## src/rtl/damage_accumulator.sv

```systemverilog
// Purpose : sums the attack values of alive, engaged friendly slots over one combat tick,
//           saturating at 511, and presents the total with the latched target code.
// Latency : Start sampled at edge 0, one slot per clock, result and Done at edge 16.
//           Start is ignored while Busy, and there is no output backpressure.
// Ports   : Clk/Reset_n are the clock and async active-low reset. Start, unitAlive,
//           unitInRange and targetIndex form the scan request and are latched at Start.
//           attackAddr/attackData form the async-read attack table port.
//           totalDamage and damageSelect are the held result. Busy is high while scanning.
//           Done pulses for one cycle when a new result is valid.
module damage_accumulator #(
  parameter int NUM_SLOTS = 16,
  parameter int ATK_W     = 8,
  parameter int SUM_W     = 9,
  parameter int TOWER_SEL = 16,
  parameter int NO_TARGET = 31
) (
  input  logic                         Clk,
  input  logic                         Reset_n,
  input  logic                         Start,
  input  logic [NUM_SLOTS-1:0]         unitAlive,
  input  logic [NUM_SLOTS-1:0]         unitInRange,
  input  logic [4:0]                   targetIndex,
  output logic [$clog2(NUM_SLOTS)-1:0] attackAddr,
  input  logic [ATK_W-1:0]             attackData,
  output logic [SUM_W-1:0]             totalDamage,
  output logic [4:0]                   damageSelect,
  output logic                         Busy,
  output logic                         Done
);

  localparam int SLOT_W = $clog2(NUM_SLOTS);
  localparam int SEL_W  = 5;

  localparam logic [0:0] ST_IDLE = 1'b0;
  localparam logic [0:0] ST_SCAN = 1'b1;

  localparam logic [SLOT_W-1:0] LAST_SLOT  = SLOT_W'(NUM_SLOTS - 1);
  localparam logic [SEL_W-1:0]  TOWER_CODE = SEL_W'(TOWER_SEL);
  localparam logic [SEL_W-1:0]  NONE_CODE  = SEL_W'(NO_TARGET);
  localparam logic [SUM_W-1:0]  SUM_MAX    = {SUM_W{1'b1}};

  logic [0:0]           state_q, state_d;
  logic [NUM_SLOTS-1:0] mask_q,  mask_d;
  logic [SEL_W-1:0]     tgt_q,   tgt_d;
  logic [SLOT_W-1:0]    cnt_q,   cnt_d;
  logic [SUM_W-1:0]     sum_q,   sum_d;
  logic [SUM_W-1:0]     total_q, total_d;
  logic [SEL_W-1:0]     sel_q,   sel_d;
  logic                 done_q,  done_d;

  // One spare bit catches overflow. Max sum plus max attack still fits in SUM_W+1 bits.
  logic [SUM_W:0]       add_wide;
  logic [SUM_W-1:0]     sum_sat;
  logic [SUM_W-1:0]     sum_nxt;

  always_comb begin
    add_wide = {1'b0, sum_q} + {{(SUM_W + 1 - ATK_W){1'b0}}, attackData};
    sum_sat  = add_wide[SUM_W] ? SUM_MAX : add_wide[SUM_W-1:0];
    sum_nxt  = mask_q[cnt_q] ? sum_sat : sum_q;
  end

  always_comb begin
    state_d = state_q;
    mask_d  = mask_q;
    tgt_d   = tgt_q;
    cnt_d   = cnt_q;
    sum_d   = sum_q;
    total_d = total_q;
    sel_d   = sel_q;
    done_d  = 1'b0;
    case (state_q)
      ST_IDLE: begin
        if (Start) begin
          state_d = ST_SCAN;
          mask_d  = unitAlive & unitInRange;
          tgt_d   = targetIndex;
          sum_d   = '0;
          cnt_d   = '0;
        end
      end
      default: begin
        sum_d = sum_nxt;
        // The counter wraps back to 0 after the last slot, so attackAddr idles at 0.
        cnt_d = cnt_q + SLOT_W'(1);
        if (cnt_q == LAST_SLOT) begin
          state_d = ST_IDLE;
          done_d  = 1'b1;
          // The final sum includes this cycle's slot, so the output uses sum_nxt, not sum_q.
          if (tgt_q > TOWER_CODE) begin
            total_d = '0;
            sel_d   = NONE_CODE;
          end else begin
            total_d = sum_nxt;
            sel_d   = tgt_q;
          end
        end
      end
    endcase
  end

  always_ff @(posedge Clk or negedge Reset_n) begin
    if (!Reset_n) begin
      state_q <= ST_IDLE;
      mask_q  <= '0;
      tgt_q   <= '0;
      cnt_q   <= '0;
      sum_q   <= '0;
      total_q <= '0;
      sel_q   <= NONE_CODE;
      done_q  <= 1'b0;
    end else begin
      state_q <= state_d;
      mask_q  <= mask_d;
      tgt_q   <= tgt_d;
      cnt_q   <= cnt_d;
      sum_q   <= sum_d;
      total_q <= total_d;
      sel_q   <= sel_d;
      done_q  <= done_d;
    end
  end

  assign attackAddr   = cnt_q;
  assign totalDamage  = total_q;
  assign damageSelect = sel_q;
  assign Busy         = (state_q == ST_SCAN);
  assign Done         = done_q;

endmodule

```

## config.mk

```make
export PLATFORM = sky130hd
export DESIGN_NAME = damage_accumulator
export DESIGN_NICKNAME = d
export VERILOG_FILES = /design/src/rtl/damage_accumulator.sv
export SDC_FILE = /design/constraint.sdc
export NUM_CORES = 1
export LEC_CHECK = 0
export BUFFER_PORTS_ARGS = -buffer_cell sky130_fd_sc_hd__buf_4
export CAP_MARGIN = 20
export CORE_MARGIN = 2
export CORE_UTILIZATION = 28
export DETAILED_ROUTE_END_ITERATION = 8
export GPL_ROUTABILITY_DRIVEN = 0
export GPL_TIMING_DRIVEN = 0
export SLEW_MARGIN = 20
export SYNTH_ARGS = -nofsm -noshare
export SYNTH_HDL_FRONTEND = slang
export SYNTH_SLANG_ARGS = --single-unit
```

## constraint.sdc

```tcl
create_clock -name Clk -period 1.95 [get_ports Clk]
set_input_delay 0.2925 -clock Clk [delete_from_list [all_inputs] [get_ports Clk]]
set_output_delay 0.2925 -clock Clk [all_outputs]
set_load 0.1 [all_outputs]
```

## Yosys cells after proc, flatten, opt, wreduce, memory -nomap -nowiden

Cells that the tools add are included.

| storage, ports and cells | value |
|---|---|
| input port bits | 48 |
| register bits | 50 |
| output and inout bits | 20 |
| memory bits (read-only) | 0 |
| memory bits (writable) | 0 |
| word-level logic and storage cells | 33 |
| bits in latches | 0 |
| memories kept | 0 |

| cells by class | value |
|---|---|
| bitwise gates (word level) | 2 |
| shift-type cells | 0 |
| multiply operators | 0 |
| add/subtract/negate cells | 2 |
| equality and inequality tests | 1 |
| magnitude comparators | 2 |
| multiplexer cells | 15 |
| reductions and logical operators | 3 |
| div/mod/pow operators | 0 |

Operator list:

| kind | count |
|---|---|
| $mux W9 | 5 |
| $and A16 B16 Y16 | 1 |
| $add A9 B8 Y10 | 1 |
| $mux W4 | 2 |
| $mux W1 | 6 |
| $gt A5 B5 Y1 const B | 1 |
| $lt A4 B5 Y1 const B | 1 |
| $mux W5 | 1 |
| $add A4 B1 Y4 const B | 1 |
| $bmux W1 S4 | 1 |
| $eq A4 B4 Y1 const B | 1 |
| $reduce_and A2 Y1 | 2 |
| $reduce_bool A2 Y1 | 1 |
| $not A1 Y1 | 1 |

## Longest topological paths before layout

Gate-level depths: netlist (run 1).

| depth | value |
|---|---|
| depth after elaboration | 4 |
| depth in mapped cells | 9 |
| depth with buffers taken out | 9 |

## Least setup slack after synthesis (run 1)

Ideal clock, no wire load.

| timing | value |
|---|---|
| kind | reg2reg |
| from | register cnt_q[0], in the netlist attackAddr[0] |
| to | register total_q[0], in the netlist totalDamage[0] |
| library setup time | 122 ps |
| data arrival time | 2463 ps |
| required time | 1828 ps |
| cell stages (with the launch flop) | 7 |
| path slack | -634 ps |
| cells stage by stage | dfrtp_1 -> buf_6 -> mux4_2 -> o22ai_2 -> a21oi_4 -> mux2_4 -> a22o_1 |

| on the way | value |
|---|---|
| word-level cells in the longest chain between the ends | 4 |
| elaborated cells on any way between the ends | 6 |
| classes of those cells | 1 x eq/ne; 4 x mux; 1 x reduce/logical |

Ends and longest elaborated chain:

| item | line | RTL |
|---|---|---|
| start: declaration | 45 | `logic [SLOT_W-1:0] cnt_q, cnt_d;` |
| start signal: assignment | 115 | `cnt_q <= cnt_d;` |
| $bmux W1 S4 | 59 | `sum_nxt = mask_q[cnt_q] ? sum_sat : sum_q;` |
| $mux W1 (not written as such) | 59 |  |
| $mux W9 | 59 |  |
| $mux W9 | 89 | `if (tgt_q > TOWER_CODE) begin` |
| end signal: assignment | 117 | `total_q <= total_d;` |
| end: declaration | 47 | `logic [SUM_W-1:0] total_q, total_d;` |

Several ways; a longest one is shown, not always the timed one. The select of a mux whose other input is x is not followed.
A chain may end at the register's enable or synchronous reset.

## Worst setup path in the final report (run 1)

| timing | value |
|---|---|
| from | register sum_q[0] |
| to | register total_q[0], in the netlist totalDamage[0] |

| on the way | value |
|---|---|
| word-level cells in the longest chain between the ends | 4 |

Ends and longest elaborated chain:

| item | line | RTL |
|---|---|---|
| start: declaration | 46 | `logic [SUM_W-1:0] sum_q, sum_d;` |
| start signal: assignment | 116 | `sum_q <= sum_d;` |
| $add A9 B8 Y10 | 57 | `add_wide = {1'b0, sum_q} + {{(SUM_W + 1 - ATK_W){1'b0}}, attackData};` |
| $mux W9 | 58 | `sum_sat = add_wide[SUM_W] ? SUM_MAX : add_wide[SUM_W-1:0];` |
| $mux W9 * | 59 |  |
| $mux W9 * | 89 |  |

Every way passes the cells marked *; elsewhere a longest branch is shown, timed or not.

==> flow_metrics.py, run 1 <==
metrics = {
    "sta": {
        "skew_ns": 0.00874,
        "period_share_pct": 109,
        "slew_headroom_pct": 57.4,
        "fmax_mhz": 470,
        "finalHoldViolations": 1,
        "tightest_slew_ns": 0.639,
        "hold_slack_ns": -0.00123,
        "min_period_ns": 2.13,
        "finalSetupTns_ns": -1.85,
        "fin_ws_ns": -0.176,
        "drv_slew": 0,
        "setup_viol_count_final": 18,
        "grt_setup_unrepaired": "true",
    },
    "drt": {
        "vias": 2240,
        "ant_nets": 0,
        "wl_per_cell_um": 13.9,
        "drc_errors": 0,
        "routed_via_density": 4.67,
        "drt_iter0_drc": 90,
        "wl_um": 6680,
        "firstDrtPassIters": 4,
    },
    "pwr": {
        "combPwrFrac_pct": 66.6,
        "power_density_nw_per_um2": 2010,
        "intPower_mw": 3.94,
        "clkPwrFrac_pct": 8.0,
        "swShare_pct": 49.0,
        "power_leakage_nw": 1.74,
        "p_seq_share_pct": 25.4,
        "p_switching_mw": 3.79,
        "irDropWorstVdd_mv": 0.838,
    },
    "clocking": {
        "ctsHoldBuffers": 0,
        "htreeDepth": 2,
        "cts_made_buffers": 5,
        "path_clk_slew_ns": 0.09,
        "clockBufferDepth": 2,
        "cts_sinks": 50,
        "clock_latency_ns": 0.30,
        "cts_root_buf": "clkbuf_8",
        "cts_tree": "built",
    },
    "synth": {
        "synth_edf_count": 0,
        "synth_top_area_share_pct": 41.6,
        "syn_area_per_cell_um2": 10.4,
        "synthFlopType": "dfrtp_1",
        "synth_area_um2": 2710,
        "synth_cell_type_count": 51,
        "synthArstFlopShare_pct": 100,
        "yosys_register_bits": 50,
        "syn_nets": 317,
        "seq_area_frac_synth_pct": 46.5,
        "yosys-top-cells-area": "dfrtp_1 (42%), nand2_1 (6.5%), mux2i_1 (5.9%), dfstp_2 (4.9%), o21ai_0 (4.3%)",
        "synthCells": 259,
        "yosysWarnings": 0,
        "synth_area_leader_cell": "dfrtp_1",
    },
    "status": {
        "outcome": "complete, but fails checks",
        "failed_checks": "hold timing, setup timing",
    },
    "cells_and_area": {
        "utilization_pct": 41.2,
        "fin_area_um2": 3840,
        "nets": 408,
        "final_common_cell": "buf_4",
        "num_antenna_cells": 0,
        "syn_to_final_growth_pct": 41.9,
        "drive_gt1_share_pct": 43.6,
        "mostFrequentLayoutCells": "buf_4 (79), nand2_1 (47), dfrtp_1 (40)",
    },
    "grt": {
        "grt_util_all_layers_pct": 13.5,
        "first_global_vias": 2280,
        "gr-total-overflow": 0,
        "grt_pass1_wl_um": 11200,
        "grt_max_degree": 51,
        "antenna_found_initial": 0,
    },
    "place": {
        "portBuffers": 67,
        "dp_hpwl_um": 4730,
        "placed_cell_area_um2": 3390,
    },
    "floorplanning": {
        "die_h_um": 102,
        "ioPinCount": 68,
        "start_util_pct": 29.0,
        "die_x_um": 102,
        "die-area_um2": 10500,
        "core_area_um2": 9330,
        "rows": 35,
    },
    "setup_path": {
        "worstPathMaxFanout": 6,
        "start_kind": "flip-flop",
        "arrival_ns": 2.32,
        "end_kind": "flip-flop",
        "worstSetupPathType": "reg -> reg",
        "required_ns": 2.14,
    },
    "min_path": {
        "hold_path.class": "in -> async",
    },
    "run": {
        "cap_violations": 0,
    },
}
worst paths after layout:
check	from	endpoint	slack, ns	cells after the start
max	sum_q[0]$_DFFE_PN0P_	totalDamage[0]$_DFFE_PN0P_	-0.18	9
min	Reset_n	Done$_DFF_PN0_	-0.001	1
max reg2reg	sum_q[0]$_DFFE_PN0P_	totalDamage[0]$_DFFE_PN0P_	-0.18	9
min reg2reg	damageSelect[4]$_DFFE_PN1P_	damageSelect[4]$_DFFE_PN1P_	0.47	2
max in group asynchronous	Reset_n	attackAddr[2]$_DFFE_PN0P_	1.44	1
min in group Clk	targetIndex[4]	tgt_q[4]$_DFFE_PN0P_	0.23	2
timing repair:
action | in CTS | in global routing
gates resized for setup | 25 | 23
pin swaps | 10 | 11
setup buffers | 11 | 6
setup endpoints to repair | 22 | 22
gates cloned | 1 | 0
power groups by stage:
stage	clock (mW)	sequential [mW]	combinational, mW
floorplan	0	3.22	2.06
global placement	0	1.97	4.15
detailed placement	0	1.98	4.20
CTS	0.646	1.96	4.94
global route	0.693	2.03	5.50
finish	0.618	1.96	5.15
layer usage:
metal,up-vias,part of all wire [%],GRT usage [%]
met3,7,4.5,2.94
met5,-,0,0
met4,0,1.0,3.08
met1,1075,45,17.5
li1,1109,-,-
met2,49,50,23.1
synthesized netlist by cell type, types with 2 or more instances:
master    instances
nand2_1          47
dfrtp_1          45
o21ai_0          23
mux2i_1          16
ha_1              9
nand2b_1          9
clkbuf_1          7
inv_1             7
nor2_1            7
nor3_1            7
o21ai_1           6
dfstp_2           5
mux2_2            5
nor2b_1           5
a21o_1            4
a21oi_1           4
o22a_1            4
a22o_1            3
mux2_4            3
nor3b_1           3
o21a_1            3
o31ai_1           3
buf_1             2
buf_6             2
mux4_2            2
nand3_1           2
o221ai_2          2
layout make-up:
cell class,instances,area [um2]
Buffer,11,65.1
Clock buffer,7,86.3
Clock inverter,1,5.00
Fill cell,904,5490
Inverter,8,30.0
Multi-Input combinational cell,190,1570
Sequential cell,50,1270
Tap cell,129,161
Timing Repair Buffer,84,649
flip-flops by register name, summed over array words and instances, names as in the netlist:
name	flops
attackAddr	4
tgt_q	5
damageSelect	5
sum_q	9
Busy	1
Done	1
mask_q	16
totalDamage	9
critical path: stages (launching register included):
cell and delay [ns]:
dfrtp_1 0.42, ha_4 0.18, buf_6 0.11, a211oi_4 0.23, o21ai_2 0.11, a41oi_4 0.32
buf_6 0.15, nand2b_4 0.04, mux2_4 0.26, a22o_1 0.19
through the flow:
step	cells	hold slack, ns	total power [mW]	worst slack, ns
after floorplan	259	-0.00309	5.28	-0.219
after global placement	455	0.357	6.11	-0.338
after detailed placement	455	0.360	6.19	-0.360
after CTS	475	0.0271	7.55	-0.206
after global routing	480	0.0423	8.23	-0.266
final	480	-0.00123	7.73	-0.176
logic make-up (layout without fill, tap and decap cells):
family	Yosys count	count (layout)	share of synthesized area (%)
AND/OR/NAND/NOR	87	87	15.7
AO/OA/AOI/OAI	65	65	17.8
flip-flops	50	50	46.5
multiplexers	26	26	11.3
buffers and inverters	19	111	3.19
adder cells (fa/ha/maj)	10	10	4.90
XOR/XNOR	2	2	0.647
No activity file was read; power rests on OpenSTA's default activity.
==> run 2, diff against run 1 <==
--- a/config.mk
+++ b/config.mk
@@ -12,6 +12,7 @@
 export DETAILED_ROUTE_END_ITERATION = 8
 export GPL_ROUTABILITY_DRIVEN = 0
 export GPL_TIMING_DRIVEN = 0
+export REMOVE_ABC_BUFFERS = 1
 export SLEW_MARGIN = 20
 export SYNTH_ARGS = -nofsm -noshare
 export SYNTH_HDL_FRONTEND = slang
==> flow_metrics.py, run 2 (synthesized netlist as in run 1, its figures left out) <==
metrics = {
    "setup_path": {
        "worstPathMaxFanout": 4,
        "rr_endpoint": "totalDamage[0]$_DFFE_PN0P_",
        "r2r_start": "sum_q[0]$_DFFE_PN0P_",
        "r2r_cells": 9,
        "reg2reg_setup_slack_ns": -0.23,
        "worstSetupPathType": "reg -> reg",
        "end_kind": "flip-flop",
        "arrival_ns": 2.37,
        "start_kind": "flip-flop",
        "required_ns": 2.14,
    },
    "pwr": {
        "combPwrFrac_pct": 65.7,
        "power_density_nw_per_um2": 2010,
        "clkPwrFrac_pct": 7.7,
        "swShare_pct": 48.8,
        "irDropWorstVdd_mv": 0.696,
        "p_seq_share_pct": 26.6,
        "p_switching_mw": 3.72,
        "power_leakage_nw": 1.72,
        "intPower_mw": 3.90,
    },
    "floorplanning": {
        "die_h_um": 102,
        "core_area_um2": 9330,
        "ioPinCount": 68,
        "start_util_pct": 29.0,
        "die_x_um": 102,
        "die-area_um2": 10500,
        "rows": 35,
    },
    "sta": {
        "grt_setup_unrepaired": "true",
        "period_share_pct": 112,
        "setup_viol_count_final": 18,
        "hold_slack_ns": 0.0142,
        "min_period_ns": 2.18,
        "fin_ws_ns": -0.231,
        "tightest_slew_ns": 0.655,
        "slew_headroom_pct": 56.3,
        "finalHoldViolations": 0,
        "skew_ns": 0.00337,
        "drv_slew": 0,
        "fmax_mhz": 459,
    },
    "cells_and_area": {
        "nets": 399,
        "fin_area_um2": 3780,
        "final_cells": 471,
        "largest_reg_flops": 16,
        "mostFrequentLayoutCells": "buf_4 (78), nand2_1 (45), dfrtp_1 (41)",
        "drive_gt1_share_pct": 43.3,
        "num_antenna_cells": 0,
        "syn_to_final_growth_pct": 39.8,
        "top_register": "mask_q",
        "final_common_cell": "buf_4",
    },
    "status": {
        "failed_checks": "setup timing",
        "outcome": "complete, but fails checks",
    },
    "drt": {
        "routed_via_density": 4.68,
        "firstDrtPassIters": 4,
        "vias": 2203,
        "drc_errors": 0,
        "wl_um": 6510,
        "drt_iter0_drc": 83,
        "ant_nets": 0,
        "wl_per_cell_um": 13.8,
    },
    "clocking": {
        "path_clk_slew_ns": 0.09,
        "cts_tree": "built",
        "clock_latency_ns": 0.30,
        "htreeDepth": 2,
        "cts_root_buf": "clkbuf_8",
        "clockBufferDepth": 2,
        "cts_sinks": 50,
        "cts_made_buffers": 5,
    },
    "grt": {
        "first_global_vias": 2236,
        "grt_util_all_layers_pct": 12.7,
        "gr-total-overflow": 0,
        "grt_pass1_wl_um": 10700,
        "antenna_found_initial": 0,
        "grt_max_degree": 51,
    },
    "run": {
        "cap_violations": 0,
    },
    "place": {
        "dp_worst_setup_slack_ns": -0.956,
        "dp_hpwl_um": 4270,
        "placed_cell_area_um2": 3320,
        "dp_cells": 444,
        "portBuffers": 67,
    },
    "min_path": {
        "hold_path.class": "in -> async",
    },
}
[run 2: cell count changes in the layout (fill, tap and decap cells not counted), sizes merged]
cell | before | now
buf | 89 | 85
clkbuf | 13 | 9
inv | 8 | 7
[run 2: worst max-delay path: stages, from the launching register on]
cell and delay [ns]:
dfrtp_1 0.43, ha_4 0.19, buf_6 0.12, a211oi_4 0.23
o21ai_2 0.11, a41oi_2 0.30, buf_4 0.20, nand2b_1 0.06
mux2_4 0.26, a22o_1 0.18
[run 2: final cells by class]
cell class | count | area [um2]
clock buffer | 8 | 80.1
fill | 917 | 5540
inverter | 8 | 30.0
multi-input combinational | 190 | 1540
sequential | 50 | 1260
tap | 129 | 161
timing repair buffer | 86 | 709
[run 2: power by group through the flow]
| stage | Sequential [mW] | Combinational, mW | Clock [mW] |
|---|---|---|---|
| after floorplan | 3.25 | 1.90 | 0 |
| after global placement | 2.01 | 3.92 | 0 |
| after detailed placement | 2.03 | 3.98 | 0 |
| after CTS | 2.01 | 4.59 | 0.603 |
| after global routing | 2.10 | 5.37 | 0.651 |
| final | 2.02 | 5.01 | 0.588 |
[run 2: worst max path at each step]
stage	startpoint	endpoint	slack, ns	cells after the start
after floorplan	Busy$_DFF_PN0_	totalDamage[8]$_DFFE_PN0P_	-0.89	4
after CTS	sum_q[0]$_DFFE_PN0P_	totalDamage[0]$_DFFE_PN0P_	-0.20	9
after global routing	sum_q[4]$_DFFE_PN0P_	totalDamage[0]$_DFFE_PN0P_	-0.32	8
final	sum_q[0]$_DFFE_PN0P_	totalDamage[0]$_DFFE_PN0P_	-0.23	9
after detailed placement	Busy$_DFF_PN0_	totalDamage[1]$_DFFE_PN0P_	-0.96	6
after global placement	Busy$_DFF_PN0_	totalDamage[1]$_DFFE_PN0P_	-0.99	6
[run 2: through the flow]
step / utilization, % / TNS, ns / total power [mW]
3_3_place_gp: 35.5 / -23.79 / 5.93
3_5_place_dp: 35.6 / -15.63 / 6.01
5_1_grt: 40.6 / -4.32 / 8.12
4_1_cts: 38.9 / -2.18 / 7.20
2_1_floorplan: - / -28.29 / 5.14
6_report: 40.6 / -2.48 / 7.62
[run 2: per-layer routing]
layer  up-vias  track usage (%)  wire [um]
met2        57             21.5       3220
met3        10             2.26        302
li1       1085                -          -
met4         0             3.08         74
met5         -                0          0
met1      1051             17.0       2910
[run 2: repair_timing]
action	CTS	global route
resized for setup	23	24
hold buffers	0	0
setup buffers	15	3
endpoints found under the setup margin	47	23
pin swaps	15	12
cloned	0	1
